$ cat config.mk
export PLATFORM = sky130hd
export DESIGN_NAME = edge_capture_multi
export DESIGN_NICKNAME = d
export VERILOG_FILES = /design/src/rtl/edge_capture_multi.sv
export SDC_FILE = /design/constraint.sdc
export NUM_CORES = 1
export LEC_CHECK = 0
export CORE_ASPECT_RATIO = 0.5
export CORE_MARGIN = 2
export CORE_UTILIZATION = 46
export CTS_CLUSTER_SIZE = 8
export DETAILED_ROUTE_END_ITERATION = 7
export PLACE_DENSITY = 0.93
export SETUP_SLACK_MARGIN = 0.5
export SLEW_MARGIN = 10
export SYNTH_ARGS = -nofsm -noshare
export SYNTH_HDL_FRONTEND = slang
export SYNTH_SLANG_ARGS = --single-unit
$ cat constraint.sdc
create_clock -name clk -period 11.05 [get_ports clk]
set_input_delay 1.6575 -clock clk [delete_from_list [all_inputs] [get_ports clk]]
set_output_delay 1.6575 -clock clk [all_outputs]
set_load 0.05 [all_outputs]
$ cat src/rtl/edge_capture_multi.sv
// Multi-bit sticky edge-capture register with per-bit rise/fall selection, W1C flags,
// overrun tracking, masked interrupt and a saturating captured-edge counter.
module edge_capture_multi #(
    parameter int unsigned WIDTH = 32,
    parameter int unsigned CNT_W = 8
) (
    input  logic             clk,
    input  logic             reset,
    input  logic [WIDTH-1:0] din,
    input  logic [WIDTH-1:0] rise_en,
    input  logic [WIDTH-1:0] fall_en,
    input  logic [WIDTH-1:0] clr,
    input  logic [WIDTH-1:0] irq_mask,
    input  logic             cnt_clr,
    output logic [WIDTH-1:0] dout,
    output logic [WIDTH-1:0] overrun,
    output logic [CNT_W-1:0] event_cnt,
    output logic             irq
);

    localparam int unsigned PC_W  = $clog2(WIDTH + 1);
    localparam int unsigned SUM_W = ((CNT_W > PC_W) ? CNT_W : PC_W) + 1;
    localparam logic [CNT_W-1:0] CNT_MAX = '1;

    logic [WIDTH-1:0] prev_q;
    logic             primed;
    logic [WIDTH-1:0] rise;
    logic [WIDTH-1:0] fall;
    logic [WIDTH-1:0] hit;
    logic [WIDTH-1:0] dout_next;
    logic [WIDTH-1:0] overrun_next;
    logic [PC_W-1:0]  hit_cnt;
    logic [CNT_W-1:0] cnt_base;
    logic [SUM_W-1:0] cnt_sum;
    logic [CNT_W-1:0] cnt_next;

    // Edge detection is held off until one clean sample of din has been taken after reset.
    always_comb begin
        rise         = {WIDTH{primed}} & ~prev_q & din;
        fall         = {WIDTH{primed}} & prev_q & ~din;
        hit          = (rise & rise_en) | (fall & fall_en);
        dout_next    = (dout & ~clr) | hit;
        overrun_next = (overrun & ~clr) | (hit & dout & ~clr);
    end

    // Saturating add of this cycle's captured-edge count.
    always_comb begin
        hit_cnt = '0;
        for (int unsigned i = 0; i < WIDTH; i++) begin
            hit_cnt = hit_cnt + PC_W'(hit[i]);
        end
        cnt_base = cnt_clr ? '0 : event_cnt;
        cnt_sum  = SUM_W'(cnt_base) + SUM_W'(hit_cnt);
        if (cnt_sum > SUM_W'(CNT_MAX)) begin
            cnt_next = CNT_MAX;
        end else begin
            cnt_next = CNT_W'(cnt_sum);
        end
    end

    always_ff @(posedge clk or posedge reset) begin
        if (reset) begin
            prev_q    <= '0;
            primed    <= 1'b0;
            dout      <= '0;
            overrun   <= '0;
            event_cnt <= '0;
        end else begin
            prev_q    <= din;
            primed    <= 1'b1;
            dout      <= dout_next;
            overrun   <= overrun_next;
            event_cnt <= cnt_next;
        end
    end

    assign irq = |(dout & irq_mask);

endmodule

# Yosys cells after proc, flatten, opt, wreduce, memory -nomap -nowiden
# Index checks and enable logic that the tools add are counted.
# classes
muxes,2
n_reduce_logical,1
bitwise,17
n_lt_le_gt_ge,1
add_sub_neg,32
# ops
operator,count
$and A32 B32 Y32,11
$add A6 B1 Y6,26
$not A32 Y32,3
$or A32 B32 Y32,3
$reduce_or A32 Y1,1
$mux W8,2
$add A8 B6 Y9,1
$gt A9 B8 Y1 const B,1
$add A5 B1 Y6,1
$add A4 B1 Y5,1
$add A3 B1 Y4,1
$add A2 B1 Y3,1
$add A1 B1 Y2,1
# totals
in_bits,163
out_inout_bits,73
wordCells,58
register_bits,105

# Depth between registers and ports, before layout
# Gate-level depths: netlist (run 1).
# depth
word_depth,39
mapped_depth,17
depth_no_buf,17

# Worst setup path after synthesis (run 1)
# OpenSTA, ideal clock, no wires.
# synth_path
path_type,input port to flip-flop
from,input din[19]
to,register event_cnt[6]
setup_ps,133
path_buffers,0
path_slack_ps,4382
required_ps,10917
t_arrival_ps,6535
stages,17
path_cell_list,nand3b_1 a21boi_0 fa_1 inv_1 fa_1 fa_1 inv_1 fa_1 inv_1 fa_1 fa_1 fa_1 fa_1 nor2b_1 o2111a_1 or2_0 a31oi_1
# synth_via
elab_chain_cells,20
word_cells_on_any_way,22
cone_classes,add/sub (14); order compare (1); mux (1); bitwise (6)
# synth_lines
item,line,text
from (decl),9,"input logic [WIDTH-1:0] din,"
$not A32 Y32,40,fall = {WIDTH{primed}} & prev_q & ~din;
$and A32 B32 Y32,40,
$and A32 B32 Y32,41,hit = (rise & rise_en) | (fall & fall_en);
$or A32 B32 Y32 *,41,
$add A6 B1 Y6 * (13 in series),50,hit_cnt = hit_cnt + PC_W'(hit[i]);
$add A8 B6 Y9 *,53,cnt_sum = SUM_W'(cnt_base) + SUM_W'(hit_cnt);
$gt A9 B8 Y1,54,if (cnt_sum > SUM_W'(CNT_MAX)) begin
$mux W8 *,54,
via cnt_next[6],35,logic [CNT_W-1:0] cnt_next;
to (signal assigned),73,event_cnt <= cnt_next;
to (decl),17,"output logic [CNT_W-1:0] event_cnt,"
# Mark *: on every way through the listed nets, which the timed path passes. The rest lies on a longest branch.

# Worst setup path after layout (run 1)
# layout_path
from,input din[9]
to,register event_cnt[3]
# layout_via
elab_chain_cells,30
word_cells_on_any_way,32
cone_classes,add/sub (24); order compare (1); mux (1); bitwise (6)
# layout_lines
item,line
$not A32 Y32,40
$and A32 B32 Y32,40
$and A32 B32 Y32,41
$or A32 B32 Y32 *,41
$add A6 B1 Y6 * (23 in series),50
$add A8 B6 Y9 *,53
$gt A9 B8 Y1,54
$mux W8 *,54
via cnt_next[3],35
# Marked as above.

==> impl_metrics.py, run 1 <==
metrics = {
    "worst_hold_path": {
        "hp-class": "reg -> reg",
    },
    "clock_network": {
        "cts_made_buffers": 9,
        "clk_pin_slew_ns": 0.08,
        "postCtsSetupRepairBufs": 0,
        "tritoncts": "done",
        "htree_levels": 3,
        "ctsResizeCount": 0,
        "cts_hold_buffers": 0,
        "clkLatencyLatePin_ns": 0.35,
        "root_buffer": "clkbuf_16",
        "cts.sinks": 105,
        "cts_buffer_depth": 2,
    },
    "die": {
        "core_area_mm2": 0.01108,
        "die-area_mm2": 0.01236,
        "ios": 236,
        "fp.dieW_um": 155.2,
        "start_util_pct": 47.48,
        "die_height_um": 79.63,
        "rows": 27,
    },
    "routing": {
        "via_per_inst": 5.484,
        "dr.first_iter.drc_count": 329,
        "drc_errors": 0,
        "wl_met2_um": 9019,
        "routed-via-count": 4837,
        "drt-wirelength-per-cell_um": 19.83,
        "postRouteAntennaNets": 0,
        "highest_layer": "met4",
        "drt-total-wl_um": 17490,
        "wl_met3_um": 870,
        "dr.pass1.iters": 5,
        "wl_met1_um": 6908,
    },
    "sta": {
        "worst_pin_slew_ns": 1.070,
        "final.setup_skew_ns": 0.01084,
        "finalSetupTns_ns": 0,
        "post-route-period-util_pct": 67.29,
        "finalHoldViolCount": 0,
        "max_slew_margin_pct": 28.64,
        "setup_ws_ns": 3.614,
        "finalCriticalPeriod_ns": 7.436,
        "setup_violations": 0,
        "slew_viol_final": 0,
        "rsz0062_at_grt": "false",
        "fmax_mhz": 134.5,
    },
    "power": {
        "vdd_drop_max_uv": 102.4,
        "p_per_area_mw_per_mm2": 155.1,
        "p_comb_share_pct": 39.9,
        "p_seq_share_pct": 35.2,
        "p_sw_uw": 460.7,
        "swShare_pct": 36.77,
        "p_int_uw": 792.3,
        "leakage_uw": 0.003656,
        "pwr-share-clk_pct": 24.8,
    },
    "critical_path": {
        "critPathCaptureType": "flop",
        "start_kind": "primary input",
        "r2r_slack_ns": 4.90,
        "crit_start": "din[9]",
        "crit_family": "adder cells",
        "worstPathMaxFanout": 6,
        "crit_cells": 16,
        "worstPathArrival_ns": 7.70,
        "critPathBufInv": 2,
        "path_common_cell": "fa_1",
        "critPathRequiredTime_ns": 11.32,
        "cp_slowest_cell": "a21boi_0",
        "worstReg2RegStart": "primed",
        "path_cells": "clkdlybuf4s50_1 > nand3b_1 > a21boi_0 > fa_1 > fa_1 > fa_1 > fa_1 > inv_1 > fa_1 > fa_1 > fa_1 > fa_1 > nor2b_1 > o2111a_1 > o211ai_2 > o211ai_1",
        "r2r_end": "event_cnt[3]",
        "worstSetupEndpoint": "event_cnt[3]",
        "max_stage_delay_ns": 0.65,
        "crit_type": "in -> reg",
        "reg2regPathDepth": 15,
    },
    "placement": {
        "dp_hpwl_um": 13990,
        "io_buffers": 235,
        "place_congestion": 0.8849,
        "placed_area_mm2": 0.007795,
        "dp_worst_setup_slack_ns": 3.363,
    },
    "layout": {
        "final_cell_mix": "clkdlybuf4s50_1 (235), dfrtp_1 (105), inv_1 (57), nand3b_1 (51)",
        "diodes": 0,
        "drive_gt1_share_pct": 3.256,
        "stdcell_area_mm2": 0.008080,
        "postLayoutCoreUtil_pct": 72.92,
        "mostFrequentLayoutCell": "clkdlybuf4s50_1",
        "area_growth_pct": 53.58,
        "fin_nets": 936,
    },
    "synth": {
        "syn_inst": 488,
        "synth_top_area_share_pct": 49.94,
        "ys.warnings.count": 0,
        "synth_seq_cells": 105,
        "synth_edf_count": 0,
        "synth_seq_area_share_pct": 49.94,
        "async_reset_ff_share_pct": 100.0,
        "syn_area_per_cell_um2": 10.78,
        "synth_area_leaders": "dfrtp_1 (50%), fa_1 (9.9%), nand3b_1 (7.3%), inv_1 (4.1%), ha_1 (3.6%)",
        "yosys.area.top_type": "dfrtp_1",
        "synth-main-ff-cell": "dfrtp_1",
        "syn-num-nets": 692,
        "yosysUniqueCellTypes": 38,
        "syn_area_mm2": 0.005261,
    },
    "global_routing": {
        "grtUsageTotal_pct": 28.90,
        "grt_max_degree": 85,
        "overflow": 0,
        "grt_first_pass_wirelength_um": 27190,
        "antenna_found_initial": 0,
        "grt_pass1_vias": 5170,
    },
    "run_status": {
        "status": "completed",
    },
    "job": {
        "maxCapViolations": 0,
    },
}
==> synth_stat cells, drive strengths merged (5+ instances only) <==
cell / number
nand2: 34
a22oi: 16
fa: 26
a21oi: 19
a31oi: 17
o21ai: 33
nor2: 34
nand3b: 51
dfrtp: 105
ha: 15
buf: 5
nor2b: 9
inv: 58
nand3: 5
a21o: 17
a21boi: 16
==> power by group through the flow <==
stage	Sequential, uW	Clock, uW	Combinational, uW
floorplan	518	0	222
global placement	445	0	464
detailed placement	447	0	491
CTS	441	315	499
global route	445	332	546
finish	441	311	500
==> kinds of logic (layout without fill, tap and decap cells) <==
family | Yosys count | after routing | share of synthesized area [%]
compound gates | 130 | 130 | 16.22
xor+xnor | 1 | 1 | 0.1665
fa+ha+maj | 41 | 41 | 13.46
buf+inv | 63 | 312 | 4.614
flops | 105 | 105 | 49.94
other cells | 1 | 1 | 0.07128
simple gates | 147 | 147 | 15.53
==> registers in the layout (all words and copies together) (netlist names) <==
register,flops
dout,32
overrun,32
prev_q,32
event_cnt,8
primed,1
==> through the flow <==
step | power, uW | hold slack (ns) | cells
finish | 1253 | 0.5044 | 882
global route | 1322 | 0.5234 | 882
CTS | 1255 | 0.5071 | 882
detailed placement | 937.9 | 0.4816 | 866
global placement | 909.7 | 0.4737 | 866
floorplan | 740.0 | 0.6144 | 488
==> routing by layer <==
| metal | global-route usage, % | vias to the layer above |
|---|---|---|
| li1 | - | 2182 |
| met1 | 34.40 | 2422 |
| met2 | 51.07 | 180 |
| met3 | 6.569 | 53 |
| met4 | 12.84 | 0 |
| met5 | 0 | - |
==> tightest hold or removal path, delay by kind of cell (launching register included) <==
family,cells,cell delay (ns)
flops,1,0.34
simple gates,1,0.08
compound gates,1,0.04
==> final cells by class <==
class                      count  area, um^2
tap                          145       181.4
fill                         726        3000
timing repair buffer         238        2375
clock inverter                 7       60.06
multi-input combinational    320        2391
sequential                   105        2628
clock buffer                   9       225.2
inverter                      58       220.2
==> how the worst min path moves through the flow <==
| stage | startpoint | to | slack [ns] | depth (start not counted) |
|---|---|---|---|---|
| 6_report | overrun[28] | overrun[28] | 0.50 | 2 |
| 3_5_place_dp | overrun[2] | overrun[2] | 0.48 | 2 |
| 2_1_floorplan | prev_q[0] | dout[0] | 0.61 | 4 |
| 3_3_place_gp | overrun[1] | overrun[1] | 0.47 | 2 |
| 5_1_grt | overrun[9] | overrun[9] | 0.52 | 2 |
| 4_1_cts | overrun[9] | overrun[9] | 0.51 | 2 |
Power figures use the tool's default switching activity.
==> run 2, diff against run 1 <==
--- a/config.mk
+++ b/config.mk
@@ -7,10 +7,10 @@
 export LEC_CHECK = 0
 export CORE_ASPECT_RATIO = 0.5
 export CORE_MARGIN = 2
-export CORE_UTILIZATION = 46
+export CORE_UTILIZATION = 38
 export CTS_CLUSTER_SIZE = 8
 export DETAILED_ROUTE_END_ITERATION = 7
-export PLACE_DENSITY = 0.93
+export PLACE_DENSITY = 0.83
 export SETUP_SLACK_MARGIN = 0.5
 export SLEW_MARGIN = 10
 export SYNTH_ARGS = -nofsm -noshare
==> constraint.sdc (replaced) <==
create_clock -name clk -period 6.05 [get_ports clk]
set_input_delay 0.9075 -clock clk [delete_from_list [all_inputs] [get_ports clk]]
set_output_delay 0.9075 -clock clk [all_outputs]
set_load 0.05 [all_outputs]
==> run 2 against run 1 <==
Effect of this change: hold slack lost 0.0029 ns; power increased by 100%; sequential share of layout area fell by 4.7 points.
==> impl_metrics.py, run 2 (synthesized netlist as in run 1, its figures left out) <==
metrics = {
    "die": {
        "fp.dieW_um": 170.4,
        "start_util_pct": 38.83,
        "core_area_mm2": 0.01355,
        "die-area_mm2": 0.01486,
        "die_height_um": 87.21,
        "rows": 30,
        "ios": 236,
    },
    "sta": {
        "post-route-period-util_pct": 99.18,
        "slew_viol_final": 0,
        "max_slew_margin_pct": 53.60,
        "worst_pin_slew_ns": 0.6959,
        "finalSetupTns_ns": 0,
        "setup_ws_ns": 0.04990,
        "finalHoldViolCount": 0,
        "fmax_mhz": 166.7,
        "worst_hold_slack_ns": 0.5014,
        "rsz0062_at_grt": "true",
        "finalCriticalPeriod_ns": 6.000,
        "setup_violations": 0,
        "final.setup_skew_ns": 0.01901,
    },
    "clock_network": {
        "cts_hold_buffers": 0,
        "root_buffer": "clkbuf_16",
        "cts_buffer_depth": 2,
        "htree_levels": 3,
        "cts.sinks": 105,
        "cts_made_buffers": 9,
        "clk_pin_slew_ns": 0.07,
        "tritoncts": "done",
        "clkLatencyLatePin_ns": 0.35,
    },
    "power": {
        "p_per_area_mw_per_mm2": 265.8,
        "p_int_uw": 1589,
        "swShare_pct": 36.77,
        "leakage_uw": 0.004495,
        "pwr-share-clk_pct": 23.1,
        "p_sw_uw": 924.2,
        "vdd_drop_max_uv": 234.0,
        "p_comb_share_pct": 44.7,
        "p_seq_share_pct": 32.2,
    },
    "layout": {
        "reg_top3": "dout x32, overrun x32, prev_q x32",
        "drive_gt1_share_pct": 25.71,
        "area_growth_pct": 79.69,
        "diodes": 0,
        "fin_nets": 1078,
        "mostFrequentLayoutCell": "clkdlybuf4s50_1",
        "final_cell_mix": "clkdlybuf4s50_1 (190), dfrtp_1 (105), buf_4 (95), buf_6 (53), inv_1 (52)",
    },
    "placement": {
        "dp_worst_setup_slack_ns": -0.5964,
        "place_congestion": 0.8766,
        "dp_hpwl_um": 13400,
        "io_buffers": 235,
    },
    "critical_path": {
        "critPathRequiredTime_ns": 6.26,
        "worstPathMaxFanout": 4,
        "critPathCaptureType": "flop",
        "reg2regPathDepth": 16,
        "crit_cells": 18,
        "worstSetupEndpoint": "event_cnt[6]",
        "path_common_cell": "fa_1",
        "worstReg2RegStart": "primed",
        "path_cells": "clkdlybuf4s15_1 > nand2_1 > o21ai_2 > nand2_1 > fa_2 > fa_1 > inv_1 > fa_1 > fa_1 > inv_2 > fa_1 > fa_1 > fa_2 > fa_2 > nor2b_2 > o2111a_2 > or2_0 > a31oi_1",
        "r2r_end": "event_cnt[6]",
        "cp_slowest_cell": "fa_2",
        "crit_family": "adder cells",
        "start_kind": "primary input",
        "r2r_slack_ns": 0.24,
        "worstPathArrival_ns": 6.21,
        "max_stage_delay_ns": 0.63,
        "critPathBufInv": 3,
        "crit_type": "in -> reg",
        "crit_start": "rise_en[13]",
    },
    "global_routing": {
        "grt_pass1_vias": 5863,
        "antenna_found_initial": 0,
        "overflow": 0,
        "grt_max_degree": 56,
        "grt_first_pass_wirelength_um": 31450,
        "grtUsageTotal_pct": 28.59,
    },
    "job": {
        "maxCapViolations": 0,
    },
    "routing": {
        "via_per_inst": 5.355,
        "dr.pass1.iters": 7,
        "drc_errors": 0,
        "drt-wirelength-per-cell_um": 21.93,
        "routed-via-count": 5735,
        "drt-total-wl_um": 23490,
        "dr.first_iter.drc_count": 468,
        "postRouteAntennaNets": 0,
    },
    "worst_hold_path": {
        "hp-class": "reg -> reg",
    },
    "run_status": {
        "status": "completed",
    },
}
-- run 2: cell type report --
type,instances,area (um^2)
Inverter,58,220.2
Fill cell,872,4096
Sequential cell,105,2628
Clock buffer,9,225.2
Tap cell,192,240.2
Timing Repair Buffer,380,3547
Clock inverter,7,65.06
Multi-Input combinational cell,320,2529
-- run 2: worst reg2reg max path, stage by stage (launching register included) --
cell,delay (ns)
dfrtp_1,0.41
buf_12,0.26
a21boi_1,0.24
buf_4,0.16
fa_1,0.49
fa_1,0.51
fa_1,0.53
fa_1,0.61
inv_2,0.05
fa_1,0.59
fa_1,0.45
fa_2,0.37
fa_2,0.38
nor2b_2,0.15
o2111a_2,0.26
or2_0,0.13
a31oi_1,0.09
-- run 2: per-stage QoR --
stage / cell area (um^2) / instances / utilization (%) / power (uW)
after floorplan: 5289 / 488 / - / 1373
after global placement: 8006 / 928 / 59.09 / 1727
after detailed placement: 8006 / 928 / 59.09 / 1760
after CTS: 9164 / 1065 / 67.63 / 2407
after global routing: 9454 / 1071 / 69.77 / 2639
final: 9454 / 1071 / 69.77 / 2513
-- run 2: how the worst min path moves through the flow --
| stage | cells past startpoint | startpoint | slack, ns | endpoint |
|---|---|---|---|---|
| finish | 2 | overrun[22] | 0.50 | overrun[22] |
| global route | 2 | overrun[25] | 0.52 | overrun[25] |
| CTS | 2 | overrun[17] | 0.50 | overrun[17] |
| detailed placement | 2 | overrun[17] | 0.48 | overrun[17] |
| global placement | 2 | overrun[17] | 0.47 | overrun[17] |
| floorplan | 3 | prev_q[11] | 0.61 | dout[11] |
-- run 2: power by group through the flow --
| stage | clock network (uW) | logic, uW | registers (uW) |
|---|---|---|---|
| final | 580 | 1120 | 810 |
| after global routing | 613 | 1210 | 814 |
| after CTS | 584 | 1020 | 805 |
| after detailed placement | 0 | 942 | 818 |
| after global placement | 0 | 911 | 816 |
| after floorplan | 0 | 426 | 946 |
-- run 2: what timing repair did --
item,in CTS,in global routing
resized for setup,122,87
setup endpoints to repair,8,12
setup buffers,121,6
pin swaps,31,28
-- run 2: routing by layer --
layer	up-vias	wire [um]	global-route usage (%)
li1	2469	-	-
met1	2805	8444	31.24
met2	326	11550	52.11
met3	135	1767	6.815
met4	0	1731	16.01
met5	-	0	0
